### config.mk
export PLATFORM = sky130hd
export DESIGN_NAME = uart_delay_receiver
export DESIGN_NICKNAME = d
export VERILOG_FILES = /design/src/rtl/uart_delay_receiver.sv
export SDC_FILE = /design/constraint.sdc
export NUM_CORES = 1
export LEC_CHECK = 0
export BUFFER_PORTS_ARGS = -buffer_cell sky130_fd_sc_hd__buf_2
export CAP_MARGIN = 40
export CORE_MARGIN = 1
export CORE_UTILIZATION = 55
export DETAILED_ROUTE_END_ITERATION = 12
export GPL_ROUTABILITY_DRIVEN = 0
export GPL_TIMING_DRIVEN = 0
export PLACE_DENSITY = 0.74
export SYNTH_ARGS = -nofsm -noshare
export SYNTH_HDL_FRONTEND = slang
export SYNTH_SLANG_ARGS = --single-unit
### constraint.sdc
create_clock -name clk -period 3.55 [get_ports clk]
set_clock_uncertainty 0.05 [all_clocks]
set_input_delay 0.1775 -clock clk [delete_from_list [all_inputs] [get_ports clk]]
set_output_delay 0.1775 -clock clk [all_outputs]
set_load 0.01 [all_outputs]
### src/rtl/uart_delay_receiver.sv
// 8N1 UART receiver plus 4-byte command parser (header, hi, lo, xor checksum)
// that drives a clamped 16-bit delay register for the phase-delay generator.
module uart_delay_receiver #(
    parameter int          CLKS_PER_BIT  = 3472,
    parameter int          TIMEOUT_CLKS  = 69440,
    parameter logic [7:0]  HEADER        = 8'hA5,
    parameter int          DELAY_MAX     = 10000,
    parameter int          DELAY_DEFAULT = 0
) (
    input  logic        clk,
    input  logic        reset,
    input  logic        rx,
    output logic [15:0] delay_value,
    output logic        delay_valid,
    output logic        clamped,
    output logic [7:0]  rx_byte,
    output logic        rx_byte_valid,
    output logic        err_frame,
    output logic        err_chk,
    output logic        err_timeout
);

    localparam int BIT_W = $clog2(CLKS_PER_BIT + 1);
    localparam int TO_W  = $clog2(TIMEOUT_CLKS + 1);
    localparam logic [BIT_W-1:0] HALF_LAST = BIT_W'(CLKS_PER_BIT / 2 - 1);
    localparam logic [BIT_W-1:0] BIT_LAST  = BIT_W'(CLKS_PER_BIT - 1);
    localparam logic [TO_W-1:0]  TO_LAST   = TO_W'(TIMEOUT_CLKS - 1);
    localparam logic [15:0]      DMAX      = 16'(DELAY_MAX);
    localparam logic [15:0]      DDEF      = 16'(DELAY_DEFAULT);

    typedef enum logic [1:0] {RX_IDLE, RX_START, RX_DATA, RX_STOP} rx_state_t;
    typedef enum logic [1:0] {P_WAIT_HDR, P_GET_HI, P_GET_LO, P_GET_CHK} p_state_t;

    logic             rx_meta;
    logic             rx_sync;
    rx_state_t        rx_state;
    logic [BIT_W-1:0] bit_cnt;
    logic [2:0]       bit_idx;
    logic [7:0]       shift;

    p_state_t         p_state;
    logic [7:0]       hi_byte;
    logic [7:0]       lo_byte;
    logic [TO_W-1:0]  to_cnt;
    logic [15:0]      req;

    assign req = {hi_byte, lo_byte};

    // Idle-high reset value keeps the receiver from seeing a false start bit.
    always_ff @(posedge clk or negedge reset) begin
        if (!reset) begin
            rx_meta <= 1'b1;
            rx_sync <= 1'b1;
        end else begin
            rx_meta <= rx;
            rx_sync <= rx_meta;
        end
    end

    always_ff @(posedge clk or negedge reset) begin
        if (!reset) begin
            rx_state      <= RX_IDLE;
            bit_cnt       <= '0;
            bit_idx       <= '0;
            shift         <= '0;
            rx_byte       <= '0;
            rx_byte_valid <= 1'b0;
            err_frame     <= 1'b0;
        end else begin
            rx_byte_valid <= 1'b0;
            err_frame     <= 1'b0;
            case (rx_state)
                RX_IDLE: begin
                    bit_cnt <= '0;
                    if (!rx_sync) rx_state <= RX_START;
                end
                RX_START: begin
                    if (bit_cnt == HALF_LAST) begin
                        bit_cnt  <= '0;
                        bit_idx  <= '0;
                        rx_state <= rx_sync ? RX_IDLE : RX_DATA;
                    end else begin
                        bit_cnt <= bit_cnt + BIT_W'(1);
                    end
                end
                RX_DATA: begin
                    if (bit_cnt == BIT_LAST) begin
                        bit_cnt <= '0;
                        shift   <= {rx_sync, shift[7:1]};
                        bit_idx <= bit_idx + 3'd1;
                        if (bit_idx == 3'd7) rx_state <= RX_STOP;
                    end else begin
                        bit_cnt <= bit_cnt + BIT_W'(1);
                    end
                end
                RX_STOP: begin
                    // Leave at mid-stop so a back-to-back start bit is not missed.
                    if (bit_cnt == BIT_LAST) begin
                        bit_cnt  <= '0;
                        rx_state <= RX_IDLE;
                        if (rx_sync) begin
                            rx_byte       <= shift;
                            rx_byte_valid <= 1'b1;
                        end else begin
                            err_frame <= 1'b1;
                        end
                    end else begin
                        bit_cnt <= bit_cnt + BIT_W'(1);
                    end
                end
                default: rx_state <= RX_IDLE;
            endcase
        end
    end

    always_ff @(posedge clk or negedge reset) begin
        if (!reset) begin
            p_state     <= P_WAIT_HDR;
            hi_byte     <= '0;
            lo_byte     <= '0;
            to_cnt      <= '0;
            delay_value <= DDEF;
            delay_valid <= 1'b0;
            clamped     <= 1'b0;
            err_chk     <= 1'b0;
            err_timeout <= 1'b0;
        end else begin
            delay_valid <= 1'b0;
            clamped     <= 1'b0;
            err_chk     <= 1'b0;
            err_timeout <= 1'b0;
            if (p_state == P_WAIT_HDR) begin
                to_cnt <= '0;
                if (rx_byte_valid && rx_byte == HEADER) p_state <= P_GET_HI;
            end else if (rx_byte_valid) begin
                // A byte arriving on the expiry cycle takes priority over the timeout.
                to_cnt <= '0;
                case (p_state)
                    P_GET_HI: begin
                        hi_byte <= rx_byte;
                        p_state <= P_GET_LO;
                    end
                    P_GET_LO: begin
                        lo_byte <= rx_byte;
                        p_state <= P_GET_CHK;
                    end
                    default: begin
                        if (rx_byte == (HEADER ^ hi_byte ^ lo_byte)) begin
                            delay_value <= (req > DMAX) ? DMAX : req;
                            delay_valid <= 1'b1;
                            clamped     <= (req > DMAX);
                        end else begin
                            err_chk <= 1'b1;
                        end
                        p_state <= P_WAIT_HDR;
                    end
                endcase
            end else if (err_frame) begin
                to_cnt  <= '0;
                p_state <= P_WAIT_HDR;
            end else if (to_cnt == TO_LAST) begin
                to_cnt      <= '0;
                err_timeout <= 1'b1;
                p_state     <= P_WAIT_HDR;
            end else begin
                to_cnt <= to_cnt + TO_W'(1);
            end
        end
    end

endmodule

After elaboration in Yosys (flattened, before gate mapping)

Cells that the tools add are included.

Flip-flop bits (word level): 92
Bits of input ports: 3
Output and inout port bits: 30

Add/sub/neg operators: 3
Magnitude comparators: 1
Equality and inequality tests: 17
Mux-type cells: 46
Bitwise operators: 4
Reduce and logical (&&, ||, !) cells: 15

Operators by type and width:

| cell                    | count |
|---|---|
| $mux W17                | 4 |
| $pmux W12 S3            | 1 |
| $mux W12                | 2 |
| $mux W1                 | 22 |
| $mux W2                 | 11 |
| $add A17 B1 Y17 const B | 1 |
| $eq A17 B17 Y1 const B  | 1 |
| $gt A16 B14 Y1 const B  | 1 |
| $mux W16                | 1 |
| $add A12 B1 Y12 const B | 1 |
| $eq A12 B11 Y1 const B  | 1 |
| $eq A12 B12 Y1 const B  | 1 |
| $reduce_and A3 Y1       | 4 |
| $ne A2 B2 Y1 const B    | 5 |
| $eq A8 B8 Y1            | 1 |
| $eq A8 B8 Y1 const B    | 1 |
| $pmux W2 S4             | 1 |
| $xor A8 B8 Y8           | 1 |
| $eq A2 B2 Y1 const B    | 3 |
| $mux W3                 | 2 |
| $pmux W3 S2             | 1 |
| $reduce_and A5 Y1       | 1 |
| $eq A2 B1 Y1 const B    | 2 |
| $logic_not A2 Y1        | 2 |
| other kinds (12)        | 15 |

Longest topological paths before layout

Gate-level depths: netlist of run 1.

Depth after elaboration: 7
Gate-level depth with buffers: 8

Worst setup path before layout of run 1

No wires, ideal clock.

Kind: register to register
Start: register bit_cnt[4]
End: register rx_byte[0]
Arrival time: 1982 ps
Required time: 3375 ps
Path slack: 1393 ps
Stages on the path, launching flop included: 6
Path through: dfrtp_1 -> or3b_1 -> or4_4 -> buf_6 -> nor2_4 -> mux2_2

Longest elaborated chain between the ends: 2

Ends and longest elaborated chain:

| item                               | RTL line | source |
|---|---|---|
| start: declaration                 | 37       | `logic [BIT_W-1:0] bit_cnt;` |
| start signal: assignment           | 83       | `bit_cnt <= bit_cnt + BIT_W'(1);` |
| start signal: assignment           | 93       | `bit_cnt <= bit_cnt + BIT_W'(1);` |
| start signal: assignment           | 108      | `bit_cnt <= bit_cnt + BIT_W'(1);` |
| $eq A12 B12 Y1                     | 98       | `if (bit_cnt == BIT_LAST) begin` |
| $reduce_and A3 Y1 (no source line) | -        |  |
| end signal: assignment             | 102      | `rx_byte <= shift;` |
| end: declaration                   | 16       | `output logic [7:0] rx_byte,` |

Every way passes these cells.
A chain may end at the register's enable or synchronous reset.

Final worst setup path of run 1

Start: register lo_byte[6]
End: register delay_value[13]

Longest elaborated chain between the ends: 3
Elaborated cells between the ends (all ways): 5

Ends and longest elaborated chain:

| item                                                                   | RTL line | source |
|---|---|---|
| start: declaration                                                     | 43       | `logic [7:0] lo_byte;` |
| start signal: assignment                                               | 144      | `lo_byte <= rx_byte;` |
| parallel branches: the longest is 3 deep, another holds $gt A16 B14 Y1 | -        |  |
| end signal: assignment                                                 | 149      | `delay_value <= (req > DMAX) ? DMAX : req;` |
| end: declaration                                                       | 13       | `output logic [15:0] delay_value,` |

Several ways; the timed one is not identified.

==> results of run 1 <==
-- report_power, final --
group	internal, µW	switching, µW	total [µW]
clock network	422	372	794
logic	5.71	20.4	26.1
registers	1050	0.992	1050
total	1480	393	1870
-- final cells by class --
cell class,count,area (µm²)
tap,99,124
fill,563,2550
inverter,14,52.6
buffer,10,58.8
clock buffer,10,138
multi-input combinational,252,1800
timing repair buffer,35,210
sequential,92,2300
clock inverter,6,93.8
-- worst paths after layout --
check / startpoint / endpoint / slack (ns) / cells past startpoint
max in group asynchronous: reset / shift[7]$_DFFE_PN0P_ / 2.52 / 3
min in group clk: rx_meta$_DFF_PN1_ / rx_sync$_DFF_PN1_ / 0.31 / 0
max: lo_byte[6]$_DFFE_PN0P_ / delay_value[13]$_DFFE_PN0P_ / 1.19 / 6
min reg2reg: rx_meta$_DFF_PN1_ / rx_sync$_DFF_PN1_ / 0.31 / 0
min: reset / to_cnt[7]$_DFF_PN0_ / 0.30 / 2
max reg2reg: lo_byte[6]$_DFFE_PN0P_ / delay_value[13]$_DFFE_PN0P_ / 1.19 / 6
-- sequential cells by signal, indices dropped and copies added, names as in the netlist, 2 cells and up, named ones only --
name / flops
delay_value: 16
p_state: 2
bit_idx: 3
bit_cnt: 12
lo_byte: 8
rx_byte: 8
hi_byte: 8
shift: 8
to_cnt: 17
-- cells by family after synthesis --
| logic type | count (synthesis) | synth area share, % |
|---|---|---|
| AO/OA/AOI/OAI | 19 | 2.91 |
| XOR/XNOR | 32 | 8.66 |
| adder cells (fa/ha/maj) | 8 | 2.37 |
| buffers and inverters | 24 | 2.64 |
| flip-flops | 92 | 54.6 |
| multiplexers | 39 | 10.1 |
| AND/OR/NAND/NOR | 154 | 18.6 |
-- placed cells by master, fill, tap and decap left out, types with 6 or more instances in the layout --
cell | netlist | routed
nand2b_1 | 8 | 8
a21oi_1 | 6 | 6
nand2_1 | 51 | 51
nand3_1 | 9 | 9
xnor2_1 | 10 | 10
nor3_1 | 9 | 9
dfrtp_1 | 90 | 90
nand4_1 | 7 | 7
ha_1 | 8 | 8
mux2_2 | 30 | 30
clkbuf_8 | 0 | 10
nor2_1 | 34 | 34
mux2i_1 | 9 | 9
inv_1 | 14 | 14
xor2_1 | 16 | 16
buf_2 | 4 | 35
-- through the flow --
step                std cells  total power (µW)
floorplan                 368              1070
global placement          499              1090
detailed placement        500              1100
CTS                       518              1890
global route              518              1940
finish                    518              1870
-- per-layer routing --
layer	share of wire, %	global-route usage [%]
met5	0	0
met4	1.8	9.67
met3	2.8	3.75
met2	47	33.5
met1	49	28.1
-- critical path: stages, from the launching register on --
cell and delay (ns):
dfrtp_1 0.45, or4b_2 0.68, nor4_1 0.22, o21bai_1 0.22, buf_2 0.28, nand2b_1 0.08, mux2_2 0.26
-- what timing repair did --
action,CTS,global route
hold endpoints to repair,41,0
resized for setup,0,0
hold buffers,2,0
==> impl_metrics.csv, run 1 <==
group,metric,value,unit
timing,final-setup-viol-count,0,
timing,slew_headroom,62.7,%
timing,setup_ws,1.19,ns
global_routing,grt_pass1_wl,12600,µm
power,power_density,391,nW/µm²
finish,syn_to_final_growth,13.4,%
logic_synthesis,syn_nets,379,
placed_design,post-place-ws,1.23,ns
clock_network,htree_num_levels,3,
route,drc_errors,0,
floorplan,pin_count,33,
route,wirelength,7410,µm
logic_synthesis,synth-edff-count,0,
timing,rsz0062_at_grt,"false",
worst_setup_path,critPathCaptureType,"register",
clock_network,cts_tree,"built",
power,ir_drop,302,µV
finish,stdcell_area,4780,µm²
logic_synthesis,dominantRegCellSynth,"dfrtp_1",
timing,holdWs,0.295,ns
global_routing,overflow,0,
floorplan,fp.dieArea,8020,µm²
logic_synthesis,yosys-top-cells-count,"90 x dfrtp_1, 51 x nand2_1, 34 x nor2_1",
worst_setup_path,worstPathRequired,3.74,ns
clock_network,cts_root_buf,"clkbuf_8",
logic_synthesis,synth_area_leaders,"dfrtp_1 53%, mux2_2 8.0%, nand2_1 4.5%, xor2_1 3.3%, nor2_1 3.0%",
placed_design,portBuffers,32,
logic_synthesis,syn_area_per_cell,11.5,µm²
floorplan,rows,31,
finish,drive_above_1_share,22.9,%
logic_synthesis,synthDistinctLibCells,47,
logic_synthesis,synthArstFlopShare,100,%
global_routing,grt_max_degree,51,
min_path,hold_class,"in2async",
route,drt_first_iter_violations,101,
route,num_vias,2724,
logic_synthesis,synth.most_common_cell,"dfrtp_1",
route,vias_per_cell,5.26,
floorplan,coreArea,7330,µm²
logic_synthesis,synth_cells,368,
route,first_pass_iters,4,
clock_network,clkTransAtPathRegs,0.09,ns
timing,final_min_period_over_clock_period,66.4,%
finish,nets,425,
logic_synthesis,yosys.area.top_type,"dfrtp_1",
worst_setup_path,arrival,2.55,ns
logic_synthesis,yosysTopAreaCellShare,53.4,%
clock_network,numCtsBuffers,9,
placed_design,placed_area,4530,µm²
timing,fin_crit,2.36,ns
clock_network,worstSkewPairLatency,0.35,ns
timing,timing.fmax,424,MHz
logic_synthesis,yosys_warnings,0,
worst_setup_path,critPathKind,"reg2reg",
floorplan,fp.dieW,89.6,µm
clock_network,cts_sinks,92,
floorplan,die_y,89.6,µm
global_routing,grt_pass1_vias,2674,
timing,tightest_slew,0.559,ns
clock_network,clockBufferDepth,2,
run,drv_cap,0,
floorplan,floorplan.initialDensity,57.5,%
logic_synthesis,ys_seq_area_share,54.6,%
power,p_leak,0.00229,µW
worst_setup_path,start_kind,"register",
timing,finalHoldViolations,0,
placed_design,hpwl,5280,µm
route,wl_per_cell,14.3,µm
global_routing,antenna_found_initial,0,
timing,slew_viol_final,0,
finish,final_core_util,65.3,%
global_routing,track_usage,21.0,%
finish,antenna_cells,0,
logic_synthesis,yosys_register_bits,92,
timing,setup_tns,0,ns
outcome,status,"complete, no violations",
route,final_antenna_net_count,0,
logic_synthesis,syn_area,4220,µm²
worst_setup_path,critical_path.max_fanout,10,
clock_network,cts_setup_buffers,0,
(Power assumes the default switching activity.)
==> inputs of run 2 (changes only) <==
Settings changed: ABC_AREA set to 1.
Clock period 3.55 ns to 2.2 ns, I/O delays scaled along.
==> run 2 against run 1 <==
  * Routed wire length is 27% higher
  * Flip-flop and latch count stayed put
  * Area after synthesis is 11% higher
  * Via count is 39% higher
  * Largest cell class unchanged
  * Highest routed layer unchanged
==> impl_metrics.csv, run 2 <==
group,metric,value,unit
clock_network,htree_num_levels,3,
timing,tightest_slew,0.481,ns
timing,rsz0062_at_grt,"false",
route,wl_per_cell,12.6,µm
finish,fillers,743,
placed_design,portBuffers,32,
outcome,status,"complete, no violations",
floorplan,fp.dieW,94.4,µm
placed_design,placed_area,5020,µm²
logic_synthesis,syn_nets,600,
logic_synthesis,synth-edff-count,0,
timing,finalHoldViolations,0,
clock_network,clkTransAtPathRegs,0.08,ns
power,combPwrFrac,1.4,%
finish,registers.top_by_ff_count,"to_cnt",
finish,nets,646,
route,drc_errors,0,
clock_network,cts_root_buf,"clkbuf_8",
timing,setup_tns,0,ns
logic_synthesis,synthArstFlopShare,100,%
finish,stdcell_area,5260,µm²
route,num_vias,3779,
placed_design,post-place-ws,0.362,ns
placed_design,hpwl,6900,µm
timing,fin_crit,1.84,ns
power,power_density,567,nW/µm²
global_routing,grt_pass1_wl,16400,µm
clock_network,worstSkewPairLatency,0.36,ns
finish,largest_reg_flops,17,
clock_network,numCtsBuffers,9,
worst_setup_path,start_kind,"register",
worst_setup_path,cpMostUsedCell,"inv_1",
clock_network,cts_resized,0,
global_routing,grt_pass1_vias,3621,
power,pwr-share-seq,56.8,%
logic_synthesis,yosys_warnings,0,
global_routing,antenna_found_initial,0,
timing,final-setup-viol-count,0,
global_routing,track_usage,23.6,%
timing,slew_headroom,67.9,%
power,clockPowerShare,41.8,%
timing,slew_viol_final,0,
logic_synthesis,ys_seq_area_share,49.0,%
logic_synthesis,synthDistinctLibCells,34,
logic_synthesis,syn_area_per_cell,7.98,µm²
logic_synthesis,yosys-top-cells-count,"182 x nand2_1, 90 x dfrtp_1, 73 x inv_1",
finish,syn_to_final_growth,11.9,%
global_routing,overflow,0,
finish,seqCellArea,2300,µm²
timing,setup_ws,0.360,ns
logic_synthesis,yosys.area.top_type,"dfrtp_1",
floorplan,coreArea,8260,µm²
worst_setup_path,critical_path.max_fanout,10,
power,internal_power,2370,µW
clock_network,cts_sinks,92,
route,drt_first_iter_violations,167,
worst_setup_path,worstPathRequired,2.37,ns
worst_setup_path,arrival,2.01,ns
floorplan,rows,33,
power,p_sw_share,20.6,%
worst_setup_path,critPathCaptureType,"register",
floorplan,floorplan.initialDensity,56.9,%
finish,final_common_cell,"nand2_1",
power,switching_power,614,µW
power,p_leak,0.00268,µW
logic_synthesis,synth_cells,589,
worst_setup_path,crit_chain,"inv_1 > ha_1 > inv_1 > nand3_1 > clkbuf_1 > o21ai_0",
power,ir_drop,312,µV
logic_synthesis,dominantRegCellSynth,"dfrtp_1",
floorplan,pin_count,33,
route,final_antenna_net_count,0,
logic_synthesis,synth.most_common_cell,"nand2_1",
worst_setup_path,critPathMaxStageDelay,0.42,ns
clock_network,cts_tree,"built",
worst_setup_path,slowest_stage,"dfrtp_1",
finish,layout_common_cells,"182 x nand2_1, 90 x dfrtp_1, 73 x inv_1",
route,vias_per_cell,5.07,
floorplan,die_y,94.4,µm
route,first_pass_iters,5,
logic_synthesis,yosys_register_bits,92,
timing,timing.fmax,543,MHz
worst_setup_path,critPathKind,"reg2reg",
logic_synthesis,yosysTopAreaCellShare,47.9,%
route,wirelength,9390,µm
finish,reg_top3,"to_cnt: 17 flops, delay_value: 16 flops, bit_cnt: 12 flops",
finish,drive_above_1_share,16.7,%
min_path,hold_class,"in2async",
timing,final_min_period_over_clock_period,83.7,%
finish,multi_input_area,2040,µm²
floorplan,fp.dieArea,8920,µm²
logic_synthesis,syn_area,4700,µm²
clock_network,clockBufferDepth,2,
finish,antenna_cells,0,
logic_synthesis,synth_area_leaders,"dfrtp_1 48%, nand2_1 15%, inv_1 5.8%, nand3_1 4.3%, nor2_1 4.2%",
global_routing,grt_max_degree,58,
run,drv_cap,0,
## run 2: cell types whose count changed in the layout (fill, tap and decap cells not counted), moves of 9 or more
cell and change:
mux2_2 -30, nand3_1 +31, o21ai_2 +10, nand2_2 +19
nor2_1 +18, o21ai_0 +25, nand2_1 +131, inv_1 +59
xnor2_1 -9, mux2i_1 -9
## run 2: layout make-up
cell class                 instances  share of cell area, %
inverter                          78                   5.57
clock inverter                     5                   1.43
clock buffer                      11                   2.69
timing repair buffer              35                   4.00
sequential                        92                   43.8
buffer                             8                   1.09
tap                              105                   2.50
multi-input combinational        411                   38.9
## run 2: metrics by stage
step	hold slack, ns	total power [µW]	utilization (%)	instances
after floorplan	-0.236	1730	-	589
after global placement	0.167	1760	60.4	726
after detailed placement	0.0527	1770	60.8	727
after CTS	0.210	3010	63.7	745
after global routing	0.242	3090	63.7	745
final	0.204	2980	63.7	745
## run 2: power groups by stage
stage	clock [µW]	combinational [µW]	sequential, µW
2_1_floorplan	0	0.489	1730
3_3_place_gp	0	35.1	1730
3_5_place_dp	0	42.1	1730
4_1_cts	1270	44.9	1690
5_1_grt	1350	50.6	1700
6_report	1250	42.3	1690
## run 2: metal layers
layer  track usage (%)  vias up  share of wire [%]
met1              32.0     1749                 48
met4              9.10        0                2.1
met3              4.27       16                3.3
li1                  -     1940                  -
met2              37.7       74                 47
met5                 0        -                  0
## run 2: kinds of logic (layout without fill, tap and decap cells)
| logic type | Yosys count | count (layout) | share of synthesized area [%] |
|---|---|---|---|
| xor gates and xnor gates | 10 | 10 | 1.86 |
| adders and majority gates | 8 | 8 | 2.13 |
| DFF | 92 | 92 | 49.0 |
| and+or+nand+nor | 332 | 332 | 32.0 |
| buffers and inverters | 86 | 137 | 7.45 |
| AOI/OAI and AO/OA | 61 | 61 | 7.48 |
## run 2: worst max-delay path, delay by kind of cell (launching register included)
| family | cells | cell delay (ns) |
|---|---|---|
| buf+inv | 3 | 0.62 |
| flops | 1 | 0.42 |
| simple gates | 1 | 0.24 |
| fa+ha+maj | 1 | 0.21 |
| compound gates | 1 | 0.16 |
## run 2: worst paths after layout
path                                              from                     end  slack (ns)  cells past startpoint
worst min register to register       rx_meta$_DFF_PN1_       rx_sync$_DFF_PN1_        0.31                      0
worst max register to register  p_state[0]$_DFFE_PN0P_  lo_byte[0]$_DFFE_PN0P_        0.36                      6
worst min-delay path                             reset    to_cnt[13]$_DFF_PN0_        0.20                      2
worst max-delay path            p_state[0]$_DFFE_PN0P_  lo_byte[0]$_DFFE_PN0P_        0.36                      6
max in group asynchronous                        reset       rx_sync$_DFF_PN1_        1.22                      3
min in group clk                     rx_meta$_DFF_PN1_       rx_sync$_DFF_PN1_        0.31                      0
## run 2: repair_timing
item | 4_1_cts | 5_1_grt
hold endpoints to repair | 36 | 0
setup buffers | 0 | 0
hold buffers | 2 | 0
